`config.mk`:
```
export PLATFORM = sky130hd
export DESIGN_NAME = lab3_g8_scan
export DESIGN_NICKNAME = d
export VERILOG_FILES = /design/src/rtl/lab3_g8_pkg.sv /design/src/rtl/lab3_g8_tick_gen.sv /design/src/rtl/lab3_g8_scan.sv
export SDC_FILE = /design/constraint.sdc
export NUM_CORES = 1
export LEC_CHECK = 0
export CAP_MARGIN = 15
export CORE_MARGIN = 3
export CORE_UTILIZATION = 55
export DETAILED_ROUTE_END_ITERATION = 8
export PLACE_DENSITY = 0.87
export SLEW_MARGIN = 10
export SYNTH_ARGS = -nofsm -noshare
export SYNTH_HDL_FRONTEND = slang
export SYNTH_SLANG_ARGS = --single-unit
```
`constraint.sdc`:
```
create_clock -name clk -period 3.2 [get_ports clk]
set_input_delay 0.64 -clock clk [delete_from_list [all_inputs] [get_ports clk]]
set_output_delay 0.64 -clock clk [all_outputs]
set_load 0.01 [all_outputs]
```
`src/rtl/lab3_g8_pkg.sv`:
```
// ============================================================================
// Module   : lab3_g8_pkg
// Purpose  : Shared types and constants for the lab3_g8 seven-segment scanner.
// Revision : 1.0  initial release
// ============================================================================
`timescale 1ns/1ps
`default_nettype none

package lab3_g8_pkg;

  localparam int MAX_DIGITS = 8;

  typedef logic [3:0] nibble_t;

  // Digit enables are active low, so all-ones turns every digit off.
  localparam logic [MAX_DIGITS-1:0] c_digits_off = '1;

  function automatic nibble_t get_nibble(input logic [4*MAX_DIGITS-1:0] frame,
                                         input int unsigned             pos);
    return frame[4*pos +: 4];
  endfunction

endpackage

`default_nettype wire

```
`src/rtl/lab3_g8_tick_gen.sv`:
```
// ============================================================================
// Module   : lab3_g8_tick_gen
// Purpose  : Refresh-slot prescaler; counts 0..REFRESH_DIV-1 and flags the last cycle.
// Revision : 1.0  initial release
// ============================================================================
`timescale 1ns/1ps
`default_nettype none

module lab3_g8_tick_gen #(
  parameter int REFRESH_DIV = 50000,
  parameter int CNT_W       = (REFRESH_DIV > 1) ? $clog2(REFRESH_DIV) : 1
) (
  input  logic             clk,
  input  logic             rst_n,
  output logic [CNT_W-1:0] o_cnt,
  output logic             o_tick
);

  localparam logic [CNT_W-1:0] c_cnt_last = CNT_W'(REFRESH_DIV - 1);

  logic [CNT_W-1:0] r_cnt;

  always_ff @(posedge clk or negedge rst_n) begin
    if (!rst_n) begin
      r_cnt <= '0;
    end else if (r_cnt == c_cnt_last) begin
      r_cnt <= '0;
    end else begin
      r_cnt <= r_cnt + 1'b1;
    end
  end

  assign o_cnt  = r_cnt;
  assign o_tick = (r_cnt == c_cnt_last);

endmodule

`default_nettype wire

```
`src/rtl/lab3_g8_scan.sv`:
```
// ============================================================================
// Module   : lab3_g8_scan
// Purpose  : Multiplexed seven-segment scan controller with frame-aligned,
//            double-buffered display data. Optional: LEAD_ZERO_BLANK_EN.
// Revision : 1.0  initial release
// ============================================================================
`timescale 1ns/1ps
`default_nettype none

module lab3_g8_scan
  import lab3_g8_pkg::*;
#(
  parameter int NUM_DIGITS   = 4,
  parameter int REFRESH_DIV  = 50000,
  parameter int BLANK_CYCLES = 8
) (
  input  logic                    clk,
  input  logic                    rst_n,
  input  logic                    load,
  input  logic [4*NUM_DIGITS-1:0] data_in,
  output nibble_t                 x,
  output logic [NUM_DIGITS-1:0]   digit_an_n,
  output logic                    pending,
  output logic                    frame_done
);

  localparam int c_cnt_w  = (REFRESH_DIV > 1) ? $clog2(REFRESH_DIV) : 1;
  localparam int c_idx_w  = $clog2(NUM_DIGITS);
  localparam int c_data_w = 4 * NUM_DIGITS;

  localparam logic [c_cnt_w-1:0] c_cnt_last = c_cnt_w'(REFRESH_DIV - 1);
  localparam logic [c_idx_w-1:0] c_idx_last = c_idx_w'(NUM_DIGITS - 1);

  logic [c_cnt_w-1:0]    w_cnt;
  logic                  w_tick;
  logic [c_cnt_w-1:0]    w_cnt_nxt;
  logic [c_idx_w-1:0]    w_idx_nxt;
  logic                  w_commit;
  logic [c_data_w-1:0]   w_active_nxt;
  logic                  w_lit;
  logic                  w_fd_nxt;
  nibble_t               w_x_nxt;
  logic [NUM_DIGITS-1:0] w_an_nxt;

  logic [c_idx_w-1:0]    r_idx;
  logic [c_data_w-1:0]   r_shadow;
  logic [c_data_w-1:0]   r_active;
  logic                  r_pending;
  logic                  r_frame_done;
  nibble_t               r_x;
  logic [NUM_DIGITS-1:0] r_an_n;

  lab3_g8_tick_gen #(
    .REFRESH_DIV (REFRESH_DIV),
    .CNT_W       (c_cnt_w)
  ) u_tick_gen (
    .clk    (clk),
    .rst_n  (rst_n),
    .o_cnt  (w_cnt),
    .o_tick (w_tick)
  );

  // Outputs are registered from next-state values so they line up with cnt/idx.
  assign w_cnt_nxt    = w_tick ? '0 : c_cnt_w'(w_cnt + 1'b1);
  assign w_idx_nxt    = !w_tick ? r_idx :
                        (r_idx == c_idx_last) ? '0 : c_idx_w'(r_idx + 1'b1);
  assign w_commit     = w_tick && (r_idx == c_idx_last);
  assign w_active_nxt = (w_commit && r_pending) ? r_shadow : r_active;
  assign w_fd_nxt     = (w_cnt_nxt == c_cnt_last) && (w_idx_nxt == c_idx_last);
  assign w_x_nxt      = get_nibble((4*MAX_DIGITS)'(w_active_nxt), 32'(w_idx_nxt));

  generate
    if (BLANK_CYCLES == 0) begin : g_no_blank
      assign w_lit = 1'b1;
    end else begin : g_blank
      localparam logic [c_cnt_w-1:0] c_blank = c_cnt_w'(BLANK_CYCLES);
      assign w_lit = (w_cnt_nxt >= c_blank);
    end
  endgenerate

`ifdef LEAD_ZERO_BLANK_EN
  logic [NUM_DIGITS-1:0] w_lz_mask;

  // Digit i>0 is suppressed when it and every more significant digit are zero.
  always_comb begin
    logic v_nonzero;
    v_nonzero = 1'b0;
    w_lz_mask = '0;
    for (int i = NUM_DIGITS - 1; i > 0; i--) begin
      v_nonzero    = v_nonzero | (|w_active_nxt[4*i +: 4]);
      w_lz_mask[i] = ~v_nonzero;
    end
  end
`endif

  always_comb begin
    w_an_nxt = c_digits_off[NUM_DIGITS-1:0];
    for (int i = 0; i < NUM_DIGITS; i++) begin
      if (w_lit && (w_idx_nxt == c_idx_w'(i))) begin
        w_an_nxt[i] = 1'b0;
      end
    end
`ifdef LEAD_ZERO_BLANK_EN
    w_an_nxt = w_an_nxt | w_lz_mask;
`endif
  end

  always_ff @(posedge clk or negedge rst_n) begin
    if (!rst_n) begin
      r_idx        <= '0;
      r_shadow     <= '0;
      r_active     <= '0;
      r_pending    <= 1'b0;
      r_frame_done <= 1'b0;
      r_x          <= '0;
      r_an_n       <= c_digits_off[NUM_DIGITS-1:0];
    end else begin
      r_idx        <= w_idx_nxt;
      r_active     <= w_active_nxt;
      r_frame_done <= w_fd_nxt;
      r_x          <= w_x_nxt;
      r_an_n       <= w_an_nxt;
      // A load coinciding with a commit lands in shadow and stays pending.
      if (load) begin
        r_shadow  <= data_in;
        r_pending <= 1'b1;
      end else if (w_commit) begin
        r_pending <= 1'b0;
      end
    end
  end

  assign x          = r_x;
  assign digit_an_n = r_an_n;
  assign pending    = r_pending;
  assign frame_done = r_frame_done;

endmodule

`default_nettype wire

```
# Yosys cells after proc, flatten, opt, wreduce, memory -nomap -nowiden
# Index checks and enable logic that the tools add are counted.
# W data, S select, Z words.
dict set report op_classes {
  addsub 2
  magnitude_cmp 1
  eq_ne 6
  n_shift 1
  n_mux 10
  n_reduce_logical 9
}
# op count
set op_table {}
lappend op_table {{$eq A16 B16 Y1 const B} 2}
lappend op_table {{$mux W16} 2}
lappend op_table {{$shiftx A32 B5 Y4} 1}
lappend op_table {{$add A16 B1 Y16 const B} 1}
lappend op_table {{$ge A16 B4 Y1 const B} 1}
lappend op_table {{$logic_and A1 B1 Y1} 7}
lappend op_table {{$eq A2 B2 Y1 const B} 3}
lappend op_table {{$mux W1} 6}
lappend op_table {{$mux W2} 2}
lappend op_table {{$add A2 B1 Y2 const B} 1}
lappend op_table {{$eq A2 B1 Y1 const B} 1}
lappend op_table {{$logic_not A2 Y1} 1}
lappend op_table {{$reduce_bool A2 Y1} 1}
dict set report totals {
  register_bits 60
  inputBits 19
  out_inout_bits 10
  word_cells 37
}

# Logic depth before layout (Yosys ltp)
# Gate-level depths: netlist of run 1.
dict set report logic_depth {
  word_depth 6
  ltp_mapped 10
  depth_no_buf 7
}

# By module
# A second synthesis of run 1 with hierarchy kept.
dict set report hier_totals {
  hier_cells 244
  area_unflattened_um2 2934.1
}
# module n_inst cells_per_inst area_per_inst_um2 seq_area_each_um2
set by_module_without_submodules {}
lappend by_module_without_submodules {lab3_g8_scan 1 177 2172.1 1106.1}
lappend by_module_without_submodules {lab3_g8_tick_gen 1 67 762.0 400.4}

# Least setup slack after synthesis of run 1
# Ideal clock, no wire load.
dict set report synth_path {
  kind {flip-flop to flip-flop}
  startpoint {register u_tick_gen.r_cnt[5] (netlist: u_tick_gen.o_cnt[5])}
  endpoint {register r_x[2] (netlist: x[2])}
  setup_ns 0.141
  t_arrival_ns 2.389
  required_time_ns 3.059
  path_slack_ns 0.671
  stages_incl_launch_ff 10
  n_path_buf 3
  synth_period_minus_slack_ns 2.529
  path_cell_list {dfrtp_1 buf_6 or4_4 nor4_4 and3_1 buf_6 buf_12 mux2_4 mux2i_1 mux2i_1}
}
dict set report synth_between {
  elab_chain_cells 5
  elab_cells_between_ends 6
  classes_between {1 x eq/ne; 1 x shift; 2 x mux; 2 x reduce/logical}
}
# item line
set synth_rtl {}
lappend synth_rtl {{start: declaration} lab3_g8_tick_gen.sv:21} ;# logic [CNT_W-1:0] r_cnt;
lappend synth_rtl {{start signal: assignment} lab3_g8_tick_gen.sv:29} ;# r_cnt <= r_cnt + 1'b1;
lappend synth_rtl {{$eq A16 B16 Y1} lab3_g8_tick_gen.sv:34} ;# assign o_tick = (r_cnt == c_cnt_last);
lappend synth_rtl {{$logic_and A1 B1 Y1} lab3_g8_scan.sv:67} ;# assign w_commit = w_tick && (r_idx == c_idx_last);
lappend synth_rtl {{$logic_and A1 B1 Y1} lab3_g8_scan.sv:68} ;# assign w_active_nxt = (w_commit && r_pending) ? r_shadow : r_active;
lappend synth_rtl {{$mux W16} lab3_g8_scan.sv:68}
lappend synth_rtl {{named net w_active_nxt[6]} lab3_g8_scan.sv:39} ;# logic [c_data_w-1:0] w_active_nxt;
lappend synth_rtl {{$shiftx A32 B5 Y4} lab3_g8_pkg.sv:20} ;# return frame[4*pos +: 4];
lappend synth_rtl {{named net w_x_nxt[2]} lab3_g8_scan.sv:42} ;# nibble_t w_x_nxt;
lappend synth_rtl {{end signal: assignment} lab3_g8_scan.sv:121} ;# r_x <= w_x_nxt;
lappend synth_rtl {{end: declaration} lab3_g8_scan.sv:50} ;# nibble_t r_x;
# The timed path passes the listed nets, and every way through them passes these cells.
# A chain may end at the register's enable or synchronous reset.

# Final worst setup path of run 1
dict set report layout_path {
  startpoint {register u_tick_gen.r_cnt[0] (netlist: u_tick_gen.o_cnt[0])}
  endpoint {register r_x[1] (netlist: x[1])}
}
# Same word-level chain as after synthesis.

==> impl_summary.txt, run 1 <==
----------------------------------------------------
[Worst setup path]
  Highest net fanout along the worst path ... 16
  Worst Setup Path Type ... reg2reg
  Critical Path End Type ... flip-flop
  Worst EP arrival ... 2840 ps
  Required time at the endpoint of the critical path ... 3390 ps
  Kind of start point of the critical path ... flip-flop

[Floorplan]
  Floorplan die area ... 6220 sq um
  I/O pin count ... 29
  Number of placement rows ... 25
  Die X-Extent ... 78.9 um
  Starting density of the core ... 0.595
  Core region area ... 4910 sq um
  Vertical die dimension ... 78.9 um

[Drt]
  Starting DRT DRC Count ... 98
  Detailed-route vias per instance ... 5.57
  Vias post-DR ... 1832
  Mean routed wirelength per cell ... 15.8 um
  Routed wire length ... 5.20 mm
  Antenna viol nets, final ... 0
  DRC Markers ... 0
  Number of search-and-repair iterations in the first detailed-routing pass ... 4

[Layout]
  Number of standard cells in the final layout excluding fillers ... 329
  Fraction of layout cells with a size suffix above 1 ... 0.244
  Net count, final ... 279
  Area grow syn2layout ... 13.8%
  Count of antenna diodes in the layout ... 0

[Timing]
  Slew Limit Fails ... 0
  Final sum of negative setup slack ... 0 ps
  Maximum operating frequency ... 377 MHz
  Worst relative slew slack ... 0.471
  Final Hold Violating Endpoints ... 0
  Slew at the pin closest to its max-slew limit ... 790 ps
  Worst clock skew ... 6.83 ps
  Setup violations, final ... 0
  Unrepaired setup endpoints after global routing ... false
  Min cycle time layout ... 2650 ps
  Final period util ... 0.828

[Logic synthesis]
  Seq/Total Area, Yosys ... 0.516
  Cell variety after synth ... 48
  Synth Area per Inst ... 12.8 sq um
  Synth Cell Area ... 2920 sq um
  Number of instances in the synthesized netlist ... 228
  Synth Register Bits ... 60
  Share of the synthesized area in the top cell type ... 0.480
  Count of flip-flops with a built-in enable after synthesis ... 0
  Most instantiated library cell after synthesis ... dfrtp_1
  Top post-synthesis cells by count ... dfrtp_1, mux2_2, mux2i_1, nor2_1, nand3_1
  Synth async-reset ratio ... 1.00
  Synthesis Warnings ... 0
  Syn_nets ... 250
  Leading cell types by total area after synthesis ... dfrtp_1, mux2_2, mux2_4
  Top flip-flop cell by instance count after synthesis ... dfrtp_1
  Synth area leader ... dfrtp_1

[CTS]
  Hold Buf Count CTS ... 0
  Clock Sink Count ... 60
  Buffers inserted by post-CTS timing repair ... 0
  Maximum count of clock buffers along a single path ... 2
  Clock slew seen by the registers of the worst setup and hold paths ... 60 ps
  Number of resized instances in the post-cts repair step ... 0
  CTS H-tree depth ... 3
  Root buf cell ... clkbuf_8
  Clock insertion delay at the later pin of the skew report ... 330 ps
  Number of buffers created by CTS ... 9
  CTS tree ... done

[Power and ir drop]
  Static leakage power ... 0.00149 uW
  Max VDD drop ... 311 uV
  Logic pwr share ... 0.044
  Clock power frac ... 0.402
  Total design power ... 1430 uW
  Sw frac ... 0.219
  Part of the total power dissipated in sequential elements ... 0.554
  Switching Power ... 313 uW
  Internal cell power ... 1120 uW
  Power per standard cell area ... 430 nW/um^2

[Place]
  Number of buffers inserted by port buffering ... 28
  Hpwl dp ... 3.82 mm
  Placer congestion estimate ... 0.858
  Total instance count after detailed placement ... 313

[GRT]
  Pin count of the biggest net entering global routing ... 32
  Initial antenna violation count ... 0
  Gr usage total ... 0.193
  Residual overflow from global routing ... 0
  Wire length of the first global-routing pass ... 8.94 mm
  Number of global-route vias before repair ... 1848

[Status]
  Run status ... finished clean

[Worst hold path]
  Class of the worst hold path ... in2async

[Run]
  Max-capacitance violation count ... 0

----------------------------------------------------
-- cell usage in the layout, fill, tap and decap left out, types with 2 or more instances in the layout --
cell type,n
o2111ai_1,2
inv_1,4
nand4b_1,2
buf_4,5
clkinv_2,2
mux2i_1,13
clkbuf_1,2
mux2i_2,2
mux2_2,22
nor3_1,6
a21oi_1,2
xor2_1,9
dfstp_2,4
mux2_4,10
clkdlybuf4s50_1,27
and4_1,2
nor4_1,6
o21ai_0,4
xnor2_1,4
dfrtp_1,56
nand2b_1,2
nand3_1,11
nand4_1,5
and3_1,2
clkinvlp_4,2
ha_1,3
nand2_1,9
clkbuf_8,10
a21o_1,2
nor2_1,13
-- final timing paths --
| check | from | endpoint | slack, ps | cells after the start |
|---|---|---|---|---|
| max in group asynchronous | rst_n | r_shadow[14] | 2030 | 2 |
| max reg2reg | u_tick_gen.o_cnt[0] | x[1] | 550 | 8 |
| max | u_tick_gen.o_cnt[0] | x[1] | 550 | 8 |
| min | rst_n | u_tick_gen.o_cnt[10] | 340 | 1 |
| min in group clk | r_active[5] | r_active[5] | 500 | 1 |
| min reg2reg | r_active[5] | r_active[5] | 500 | 1 |
-- area by class of cell --
type,count,area (sq um)
Clock buffer,12,145
Sequential cell,60,1510
Tap cell,67,83.8
Fill cell,360,1590
Inverter,5,18.8
Clock inverter,4,25.0
Timing Repair Buffer,33,313
Multi-Input combinational cell,148,1230
-- kinds of logic (layout without fill, tap and decap cells) --
logic type,Yosys count,after routing,share of synthesized area
AND/OR/NAND/NOR,69,69,0.142
flip-flops,60,60,0.516
multiplexers,47,47,0.190
buffers and inverters,20,54,0.0630
AO/OA/AOI/OAI,16,16,0.0369
XOR/XNOR,13,13,0.0390
adder cells (fa/ha/maj),3,3,0.0129
-- critical path: stages, from the launching register on --
cell     delay (ps)
dfrtp_1         490
ha_1            400
nand3_4         150
nor4_4          310
and3_1          180
buf_4           270
mux2_2          380
mux2i_1         210
mux2i_1         120
-- registers in the layout, indices dropped and copies added (netlist names) --
| register | flops |
|---|---|
| r_idx | 2 |
| pending | 1 |
| r_shadow | 16 |
| u_tick_gen.o_cnt | 16 |
| digit_an_n | 4 |
| x | 4 |
| r_active | 16 |
| frame_done | 1 |
-- metal layers --
| metal | vias up | GRT usage | wire length, um |
|---|---|---|---|
| li1 | 876 | - | - |
| met1 | 893 | 0.242 | 2320 |
| met2 | 53 | 0.303 | 2510 |
| met3 | 10 | 0.0726 | 277 |
| met4 | 0 | 0.0756 | 91 |
| met5 | - | 0 | 0 |
-- through the flow --
| stage | area, sq um | hold slack [ps] | worst slack (ps) | util |
|---|---|---|---|---|
| finish | 3320 | 339 | 549 | 0.676 |
| global placement | 3150 | 477 | 687 | 0.642 |
| global route | 3320 | 369 | 371 | 0.676 |
| CTS | 3320 | 353 | 543 | 0.676 |
| floorplan | 2920 | 344 | 671 | - |
| detailed placement | 3150 | 481 | 565 | 0.642 |
-- power groups by stage --
stage	logic [uW]	clock network [uW]	registers [uW]
global route	70.7	633	794
global placement	62.2	0	804
detailed placement	64.2	0	806
finish	62.5	575	792
CTS	64.5	594	792
floorplan	25.0	0	800
Power figures use the tool's default switching activity.
==> run 2: changes to the inputs <==
--- a/config.mk
+++ b/config.mk
@@ -7,9 +7,9 @@
 export LEC_CHECK = 0
 export CAP_MARGIN = 15
 export CORE_MARGIN = 3
-export CORE_UTILIZATION = 55
+export CORE_UTILIZATION = 51
 export DETAILED_ROUTE_END_ITERATION = 8
-export PLACE_DENSITY = 0.87
+export PLACE_DENSITY = 0.85
 export SLEW_MARGIN = 10
 export SYNTH_ARGS = -nofsm -noshare
 export SYNTH_HDL_FRONTEND = slang
==> constraint.sdc (replaced) <==
create_clock -name clk -period 2.4 [get_ports clk]
set_input_delay 0.48 -clock clk [delete_from_list [all_inputs] [get_ports clk]]
set_output_delay 0.48 -clock clk [all_outputs]
set_load 0.01 [all_outputs]
==> impl_summary.txt, run 2 (same netlist as run 1, synthesis figures left out) <==
----------------------------------------------------
[CTS]
  Hold Buf Count CTS ... 0 (unchanged)
  Root buf cell ... clkbuf_8
  Clock Sink Count ... 60 (unchanged)
  Number of buffers created by CTS ... 9 (unchanged)
  Clock slew seen by the registers of the worst setup and hold paths ... 70 ps (about the same)
  CTS H-tree depth ... 3 (unchanged)
  CTS tree ... done
  Maximum count of clock buffers along a single path ... 2 (unchanged)
  Clock insertion delay at the later pin of the skew report ... 340 ps (about the same)

[GRT]
  Initial antenna violation count ... 0 (unchanged)
  Number of global-route vias before repair ... 1979 (+7.1%)
  Gr usage total ... 0.191 (-0.00134)
  Residual overflow from global routing ... 0 (unchanged)
  Pin count of the biggest net entering global routing ... 61 (+91%)
  Wire length of the first global-routing pass ... 9.29 mm (+3.9%)

[Floorplan]
  Vertical die dimension ... 81.7 um (+3.6%)
  Number of placement rows ... 26 (+4.0%)
  Core region area ... 5340 sq um (+8.6%)
  Floorplan die area ... 6670 sq um (+7.2%)
  Die X-Extent ... 81.7 um (+3.6%)
  Starting density of the core ... 0.547 (-0.0473)
  I/O pin count ... 29 (unchanged)

[Worst setup path]
  R2r worst-path depth ... 7 (-1)
  Worst EP arrival ... 2520 ps (-320 ps)
  Required time at the endpoint of the critical path ... 2620 ps (-770 ps)
  Worst reg2reg path startpoint ... u_tick_gen.o_cnt[4]
  Cell with the largest stage delay on the worst path ... or4_4
  Highest net fanout along the worst path ... 16 (unchanged)
  Kind of start point of the critical path ... flip-flop
  Worst Setup Path Type ... reg2reg
  Register-to-register setup slack ... 100 ps (-450 ps)
  Slowest stage delay, CP ... 570 ps (+80 ps)
  Critical Path, Cell by Cell ... or4_4 > nor4_4 > and3_4 > buf_12 > mux2_2 > mux2i_1 > mux2i_1
  Critical Path End Type ... flip-flop
  Critical Path Most Common Cell ... mux2i_1
  Critical register-to-register path endpoint ... x[1]

[Layout]
  Most common library cell in the layout ignoring fill and taps ... dfrtp_1
  Area grow syn2layout ... 22.2%
  Number of standard cells in the final layout excluding fillers ... 352 (+7.0%)
  Count of antenna diodes in the layout ... 0 (unchanged)
  Net count, final ... 299 (+7.2%)
  Final core occ ... 0.669 (-0.00734)
  Most frequent cells in the layout ... dfrtp_1, clkdlybuf4s50_1, buf_4
  Fraction of layout cells with a size suffix above 1 ... 0.319 (+0.0749)
  Fill cells ... 398 (+11%)

[Status]
  Run status ... finished clean

[Timing]
  Slew at the pin closest to its max-slew limit ... 731 ps (-59.7 ps)
  Maximum operating frequency ... 434 MHz (+15%)
  Worst clock skew ... 12.4 ps (+5.55 ps)
  Final period util ... 0.959 (+0.131)
  Min cycle time layout ... 2300 ps (-350 ps)
  Final Hold Violating Endpoints ... 0 (unchanged)
  Worst setup margin ... 98.4 ps (-450 ps)
  Slew Limit Fails ... 0 (unchanged)
  Worst relative slew slack ... 0.513 (+0.0415)
  Worst hold margin ... 278 ps (-61.1 ps)
  Setup violations, final ... 0 (unchanged)

[Run]
  Max-capacitance violation count ... 0 (unchanged)

[Drt]
  Mean routed wirelength per cell ... 15.9 um (+0.78%)
  Antenna viol nets, final ... 0 (unchanged)
  Number of search-and-repair iterations in the first detailed-routing pass ... 4 (unchanged)
  Detailed-route vias per instance ... 5.40 (-3.0%)
  Starting DRT DRC Count ... 83 (-15%)
  Vias post-DR ... 1902 (+3.8%)
  DRC Markers ... 0 (unchanged)
  Routed wire length ... 5.61 mm (+7.8%)

[Power and ir drop]
  Max VDD drop ... 484 uV (+56%)
  Total design power ... 2150 uW (+50%)
  Power per standard cell area ... 603 nW/um^2 (+40%)
  Static leakage power ... 0.00162 uW (+8.6%)

[Place]
  Total instance count after detailed placement ... 333 (+6.4%)
  Number of buffers inserted by port buffering ... 28 (unchanged)
  Hpwl dp ... 3.77 mm (-1.5%)
  Placer congestion estimate ... 0.887 (+3.4%)
  Pre-CTS setup slack ... -1.94 ps (-567 ps)

[Worst hold path]
  Class of the worst hold path ... in2async

----------------------------------------------------
==> run 2: how the worst max path moves through the flow <==
stage | from | endpoint | cells past startpoint
after floorplan | u_tick_gen.o_cnt[5] | x[2] | 9
after global placement | u_tick_gen.o_cnt[4] | x[0] | 7
after detailed placement | u_tick_gen.o_cnt[4] | x[1] | 7
after CTS | u_tick_gen.o_cnt[4] | x[1] | 7
after global routing | u_tick_gen.o_cnt[1] | digit_an_n[0] | 7
final | u_tick_gen.o_cnt[4] | x[1] | 7
==> run 2: per-layer routing <==
metal | track usage | share of wire | routed length, um | vias up
li1 | - | - | - | 912
met1 | 0.221 | 0.42 | 2380 | 946
met2 | 0.327 | 0.52 | 2940 | 35
met3 | 0.0559 | 0.040 | 222 | 9
met4 | 0.0897 | 0.012 | 68 | 0
met5 | 0 | 0 | 0 | -
==> run 2: timing repair <==
action / 4_1_cts / 5_1_grt
endpoints found under the setup margin: 0 / 8
setup buffers: 0 / 3
resized for setup: 0 / 5
==> run 2: area by class of cell <==
class / instances / area (sq um) / share of cell area
multi-input combinational: 148 / 1260 / 0.353
inverter: 5 / 18.8 / 0.00526
tap: 70 / 87.6 / 0.0245
timing repair buffer: 53 / 475 / 0.133
clock inverter: 7 / 98.8 / 0.0277
clock buffer: 9 / 124 / 0.0347
sequential: 60 / 1510 / 0.422
==> run 2: where the power goes <==
part           internal [uW]  switching (uW)  leakage [uW]
registers               1040            14.2      0.000768
logic                   51.0            33.9      0.000741
clock network            589             425      0.000110
total                   1680             473       0.00162
==> run 2: worst max-delay path: cells and delay by family (launching register included) <==
| family | cells | cell delay, ps |
|---|---|---|
| buf+inv | 1 | 160 |
| flops | 1 | 400 |
| mux | 3 | 650 |
| simple gates | 3 | 970 |
==> run 2: stage by stage <==
| stage | instance area, sq um | setup TNS, ps |
|---|---|---|
| 2_1_floorplan | 2920 | -518 |
| 5_1_grt | 3570 | -268 |
| 3_3_place_gp | 3300 | 0 |
| 4_1_cts | 3520 | 0 |
| 6_report | 3570 | 0 |
| 3_5_place_dp | 3300 | -1.94 |
